`src/rtl/in_port_ctrl.sv`:
```
// rtl/in_port_ctrl.sv - input-port byte FIFO with show-ahead CPU read and interrupt request
//
// Purpose:
//   Buffers bytes from an external source (valid/ready handshake) in a DEPTH-entry
//   FIFO, presents the head to the CPU IN datapath and pops it on cpu_rd. When
//   INPORT_IRQ_EN is defined, an interrupt FSM (IDLE -> FIRE -> WAIT -> GAP)
//   produces a one-cycle int_sig pulse while unread data is pending. When it is
//   undefined, int_sig is tied to 0, int_done is ignored and the CPU polls.
//
// Ports:
//   clk        in   system clock, rising edge
//   rst        in   synchronous active-high reset
//   ext_data   in   external byte
//   ext_valid  in   external byte present
//   ext_ready  out  FIFO can accept a byte
//   cpu_rd     in   one-cycle read strobe, pops the head
//   cpu_data   out  FIFO head, 0 when empty
//   cpu_empty  out  FIFO empty
//   fifo_count out  stored entries
//   int_done   in   one-cycle RTI pulse, ends service without a read
//   int_sig    out  interrupt request pulse
//
// Configuration macro: INPORT_IRQ_EN

module in_port_ctrl #(
    parameter int WIDTH = 8,
    parameter int DEPTH = 4,
    parameter int PTR_W = 2
) (
    input  logic             clk,
    input  logic             rst,
    input  logic [WIDTH-1:0] ext_data,
    input  logic             ext_valid,
    output logic             ext_ready,
    input  logic             cpu_rd,
    output logic [WIDTH-1:0] cpu_data,
    output logic             cpu_empty,
    output logic [PTR_W:0]   fifo_count,
    input  logic             int_done,
    output logic             int_sig
);

    localparam logic [PTR_W:0] FULL_COUNT = (PTR_W + 1)'(DEPTH);

    logic [WIDTH-1:0] mem_q [DEPTH];
    logic [PTR_W-1:0] wr_ptr_q, wr_ptr_d;
    logic [PTR_W-1:0] rd_ptr_q, rd_ptr_d;
    logic [PTR_W:0]   count_q, count_d;
    logic             rst_q;

    logic full;
    logic push;
    logic pop;

    // rst_q keeps ext_ready low for the cycle right after a reset edge.
    assign full       = (count_q == FULL_COUNT);
    assign ext_ready  = !full && !rst_q;
    assign cpu_empty  = (count_q == '0);
    assign fifo_count = count_q;
    assign push       = ext_valid && ext_ready;
    assign pop        = cpu_rd && !cpu_empty;

    // Show-ahead head; forced to 0 so stale storage never leaks when empty.
    assign cpu_data = cpu_empty ? '0 : mem_q[rd_ptr_q];

    always_comb begin
        wr_ptr_d = wr_ptr_q;
        rd_ptr_d = rd_ptr_q;
        count_d  = count_q;
        if (push) begin
            wr_ptr_d = wr_ptr_q + 1'b1;
        end
        if (pop) begin
            rd_ptr_d = rd_ptr_q + 1'b1;
        end
        case ({push, pop})
            2'b10:   count_d = count_q + 1'b1;
            2'b01:   count_d = count_q - 1'b1;
            default: count_d = count_q;
        endcase
    end

    always_ff @(posedge clk) begin
        rst_q <= rst;
        if (rst) begin
            wr_ptr_q <= '0;
            rd_ptr_q <= '0;
            count_q  <= '0;
        end else begin
            wr_ptr_q <= wr_ptr_d;
            rd_ptr_q <= rd_ptr_d;
            count_q  <= count_d;
        end
    end

    // Storage needs no reset; occupancy is tracked by count_q.
    always_ff @(posedge clk) begin
        if (!rst && push) begin
            mem_q[wr_ptr_q] <= ext_data;
        end
    end

    a_no_overflow: assert property (@(posedge clk) disable iff (rst)
        (count_q <= FULL_COUNT) && !(push && full));
    a_no_underflow: assert property (@(posedge clk) disable iff (rst)
        !(pop && count_q == '0));

`ifdef INPORT_IRQ_EN
    typedef enum logic [1:0] {
        S_IDLE = 2'd0,
        S_FIRE = 2'd1,
        S_WAIT = 2'd2,
        S_GAP  = 2'd3
    } irq_state_e;

    irq_state_e state_q, state_d;
    logic       int_sig_q, int_sig_d;

    // int_sig is registered from the FIRE decode, so it lags FIRE by one
    // cycle: a push at edge N gives a pulse between edges N+2 and N+3.
    always_comb begin
        state_d   = state_q;
        int_sig_d = 1'b0;
        case (state_q)
            S_IDLE: begin
                if (!cpu_empty) begin
                    state_d = S_FIRE;
                end
            end
            S_FIRE: begin
                int_sig_d = 1'b1;
                state_d   = S_WAIT;
            end
            S_WAIT: begin
                if (pop || int_done) begin
                    state_d = S_GAP;
                end
            end
            S_GAP: begin
                state_d = S_IDLE;
            end
            default: state_d = S_IDLE;
        endcase
    end

    always_ff @(posedge clk) begin
        if (rst) begin
            state_q   <= S_IDLE;
            int_sig_q <= 1'b0;
        end else begin
            state_q   <= state_d;
            int_sig_q <= int_sig_d;
        end
    end

    assign int_sig = int_sig_q;
`else
    logic unused_int_done;
    assign unused_int_done = int_done;
    assign int_sig         = 1'b0;
`endif

endmodule

```
`config.mk`:
```
export PLATFORM = sky130hd
export DESIGN_NAME = in_port_ctrl
export DESIGN_NICKNAME = d
export VERILOG_FILES = /design/src/rtl/in_port_ctrl.sv
export SDC_FILE = /design/constraint.sdc
export NUM_CORES = 1
export LEC_CHECK = 0
export BUFFER_PORTS_ARGS = -buffer_cell sky130_fd_sc_hd__clkbuf_2
export CORE_MARGIN = 8
export CORE_UTILIZATION = 55
export CTS_CLUSTER_DIAMETER = 50
export DETAILED_ROUTE_END_ITERATION = 8
export PLACE_DENSITY = 0.75
export SLEW_MARGIN = 20
export SYNTH_ARGS = -nofsm -noshare
export SYNTH_HDL_FRONTEND = slang
export SYNTH_SLANG_ARGS = --single-unit
```
`constraint.sdc`:
```
create_clock -name clk -period 4.79 [get_ports clk]
set_input_delay 0.958 -clock clk [delete_from_list [all_inputs] [get_ports clk]]
set_output_delay 0.958 -clock clk [all_outputs]
set_load 0.05 [all_outputs]
```
==> flow_metrics.py <==
metrics = {
    "final_layout": {
        "finalNetCount": 154,
        "fill_cells": 246,
        "final_cells": 180,
        "antenna_cells": 0,
        "drive_above_1_share": 0.346,
        "areaGrowthSynthToFinish_pct": 11.9,
    },
    "logic_synthesis": {
        "netlist_area_mm2": 0.00176,
        "synth_top_flop_cell": "edfxtp_1",
        "yosysSeqAreaShare": 0.659,
        "yosys.area_share.adder": 0.0469,
        "synth.mux.area_fraction": 0.114,
        "synth_edf_count": 32,
        "synth_xor_area_frac": 0.0149,
        "synthSimpleGateAreaFrac": 0.111,
        "synth_compound_area_frac": 0.0185,
        "synth_common_cells": "32 x edfxtp_1, 10 x dfxtp_1, 8 x mux4_2, 8 x nor2_1, 8 x nor2b_1",
        "synth_top_family_by_area": "multiplexers",
        "synth_seq_cells": 42,
        "ys_types": 27,
        "synth.most_common_cell": "edfxtp_1",
        "synth_top_area_frac": 0.545,
        "yosys_warnings": 0,
        "synthesis.nets": 127,
        "netlist_top_cells_area": "edfxtp_1 55%, dfxtp_1 11%, mux4_2 10%",
        "synth_top_area_cell": "edfxtp_1",
        "synthCells": 108,
        "synthArstFlopShare": 0,
        "avgSynthCellArea_um2": 16.3,
    },
    "global_route": {
        "grt_usage": 0.122,
        "grt_max_degree": 16,
        "grt_pass1_vias": 965,
        "grt_pass1_wl_um": 4770,
        "gr-total-overflow": 0,
        "antenna_found_initial": 0,
    },
    "timing": {
        "worst_pin_slew_ns": 0.779,
        "drv_slew": 0,
        "finalSetupViolCount": 0,
        "rsz0062_at_grt": "false",
        "min_period_ns": 2.96,
        "slew_headroom": 0.478,
        "finalHoldViolations": 0,
        "clock.fmax_mhz": 337,
        "fin_crit_sh": 0.619,
        "setup_tns_ns": 0,
        "setup_ws_ns": 1.83,
        "worst_clock_skew_ns": 0.00777,
    },
    "cts": {
        "cts.clk_slew.worst_paths_ns": 0.11,
        "root_buffer": "clkbuf_4",
        "h-tree-depth": 2,
        "clock_sinks": 42,
        "clkLatencyLatePin_ns": 0.34,
        "cts_max_path_buffers": 2,
        "post_cts_resized": 0,
        "hold_buffers": 0,
        "cts_buffers": 5,
        "cts_tree": "yes",
        "postCtsSetupBuffers": 0,
    },
    "floorplanning": {
        "start_util": 0.577,
        "ioPinCount": 27,
        "dieHeight_um": 72.6,
        "row_count": 20,
        "die_area_mm2": 0.00527,
        "dieWidth_um": 72.6,
        "core-area_mm2": 0.00305,
    },
    "routing": {
        "drc": 0,
        "drt_wl_total_um": 2820,
        "vias": 907,
        "ant_nets": 0,
        "drt_iter0_markers": 58,
        "avgRoutedWirePerCell_um": 15.7,
        "vias_per_cell": 5.04,
        "firstDrtPassIters": 4,
    },
    "place": {
        "dp_slack_ns": 2.13,
        "io_buffers": 24,
        "placed_cells": 172,
        "hpwlAfterDp_um": 2040,
        "place.gp.congestion": 0.691,
    },
    "hold_path": {
        "holdPathStages": 2,
        "hp-class": "flip-flop to flip-flop",
        "min_from": "rd_ptr_q[1]",
    },
    "worst_setup_path": {
        "critPathKind": "flip-flop to output port",
        "crit_fanout": 8,
        "worstPathRequired_ns": 3.83,
        "critPathLaunchType": "flip-flop",
        "end_kind": "output port",
        "rr_endpoint": "fifo_count[2]",
        "crit_arrival_ns": 2.01,
        "rr_worst_depth": 9,
        "ff2ff_setup_slack_ns": 2.53,
        "worstReg2RegStart": "fifo_count[2]",
    },
    "status": {
        "status": "finished, final reports clean",
    },
    "power_and_ir_drop": {
        "power_leakage_nw": 0.703,
        "powerDensity_mw_per_mm2": 541,
        "irDropWorstVdd_mv": 0.251,
    },
    "flow_run": {
        "cap_violations": 0,
    },
}
## layer usage
metal	share of wire	track usage	vias to the layer above
met4	0.022	0.0600	0
met5	0	0	-
met2	0.47	0.188	22
met3	0.063	0.0522	8
met1	0.44	0.143	430
li1	-	-	447
## cells in the final DEF (no fill, tap or decap), types with 2 or more instances in the layout
cell / count
edfxtp_1: 32
clkbuf_2: 24
mux4_2: 8
o21ai_0: 2
ha_1: 5
xor2_1: 3
dfxtp_1: 10
nand2b_1: 2
a21oi_1: 3
nor3b_2: 5
inv_1: 6
or3_1: 2
nor2_1: 8
nor2b_1: 8
clkbuf_4: 5
## report_power, final
group	total, mW	switching [mW]	internal [mW]	leakage, nW
Clock	0.178	0.107	0.0712	0.0353
Sequential	0.461	0.0427	0.418	0.371
Combinational	0.428	0.293	0.135	0.297
## sequential cells by signal, summed over array words and instances (netlist names), named ones only
name,count
fifo_count,3
mem_q,32
rd_ptr_q,2
rst_q,1
wr_ptr_q,2
## kinds of logic after synthesis
family                     Yosys count
AOI/OAI and AO/OA                    6
adders and majority gates            6
xor gates and xnor gates             3
muxes                               10
and+or+nand+nor                     28
DFF                                 42
other                                1
buffers and inverters               12
## how the worst max path moves through the flow
stage,cells past startpoint,to,from
final,3,cpu_data[1],flip-flop
after global routing,3,cpu_data[1],flip-flop
after CTS,3,cpu_data[1],flip-flop
after detailed placement,9,fifo_count[2],ext_valid
after global placement,3,cpu_data[1],flip-flop
after floorplan,3,cpu_data[0],fifo_count[1]
## cell type report
class | count | area [um2] | area share
clock inverter | 1 | 5.00 | 0.00254
clock buffer | 7 | 55.1 | 0.0279
multi-input combinational | 54 | 542 | 0.275
sequential | 42 | 1160 | 0.589
inverter | 7 | 26.3 | 0.0133
timing repair buffer | 25 | 128 | 0.0647
tap | 44 | 55.1 | 0.0279
## stage by stage
| stage | power, mW | hold slack [ns] | cell area, um2 | util |
|---|---|---|---|---|
| after detailed placement | 0.903 | 0.487 | 1910 | 0.626 |
| after global routing | 1.13 | 0.561 | 1970 | 0.646 |
| final | 1.07 | 0.504 | 1970 | 0.646 |
| after CTS | 1.08 | 0.503 | 1970 | 0.646 |
| after global placement | 0.892 | 0.470 | 1910 | 0.626 |
| after floorplan | 0.811 | 0.459 | 1760 | - |
## worst max-delay path, cell delays in order (launching register included)
cell      delay, ns
dfxtp_1        0.70
mux4_2         0.56
nor2b_1        0.14
clkbuf_2       0.27
Note: power is estimated with default switching activity, not from simulation.
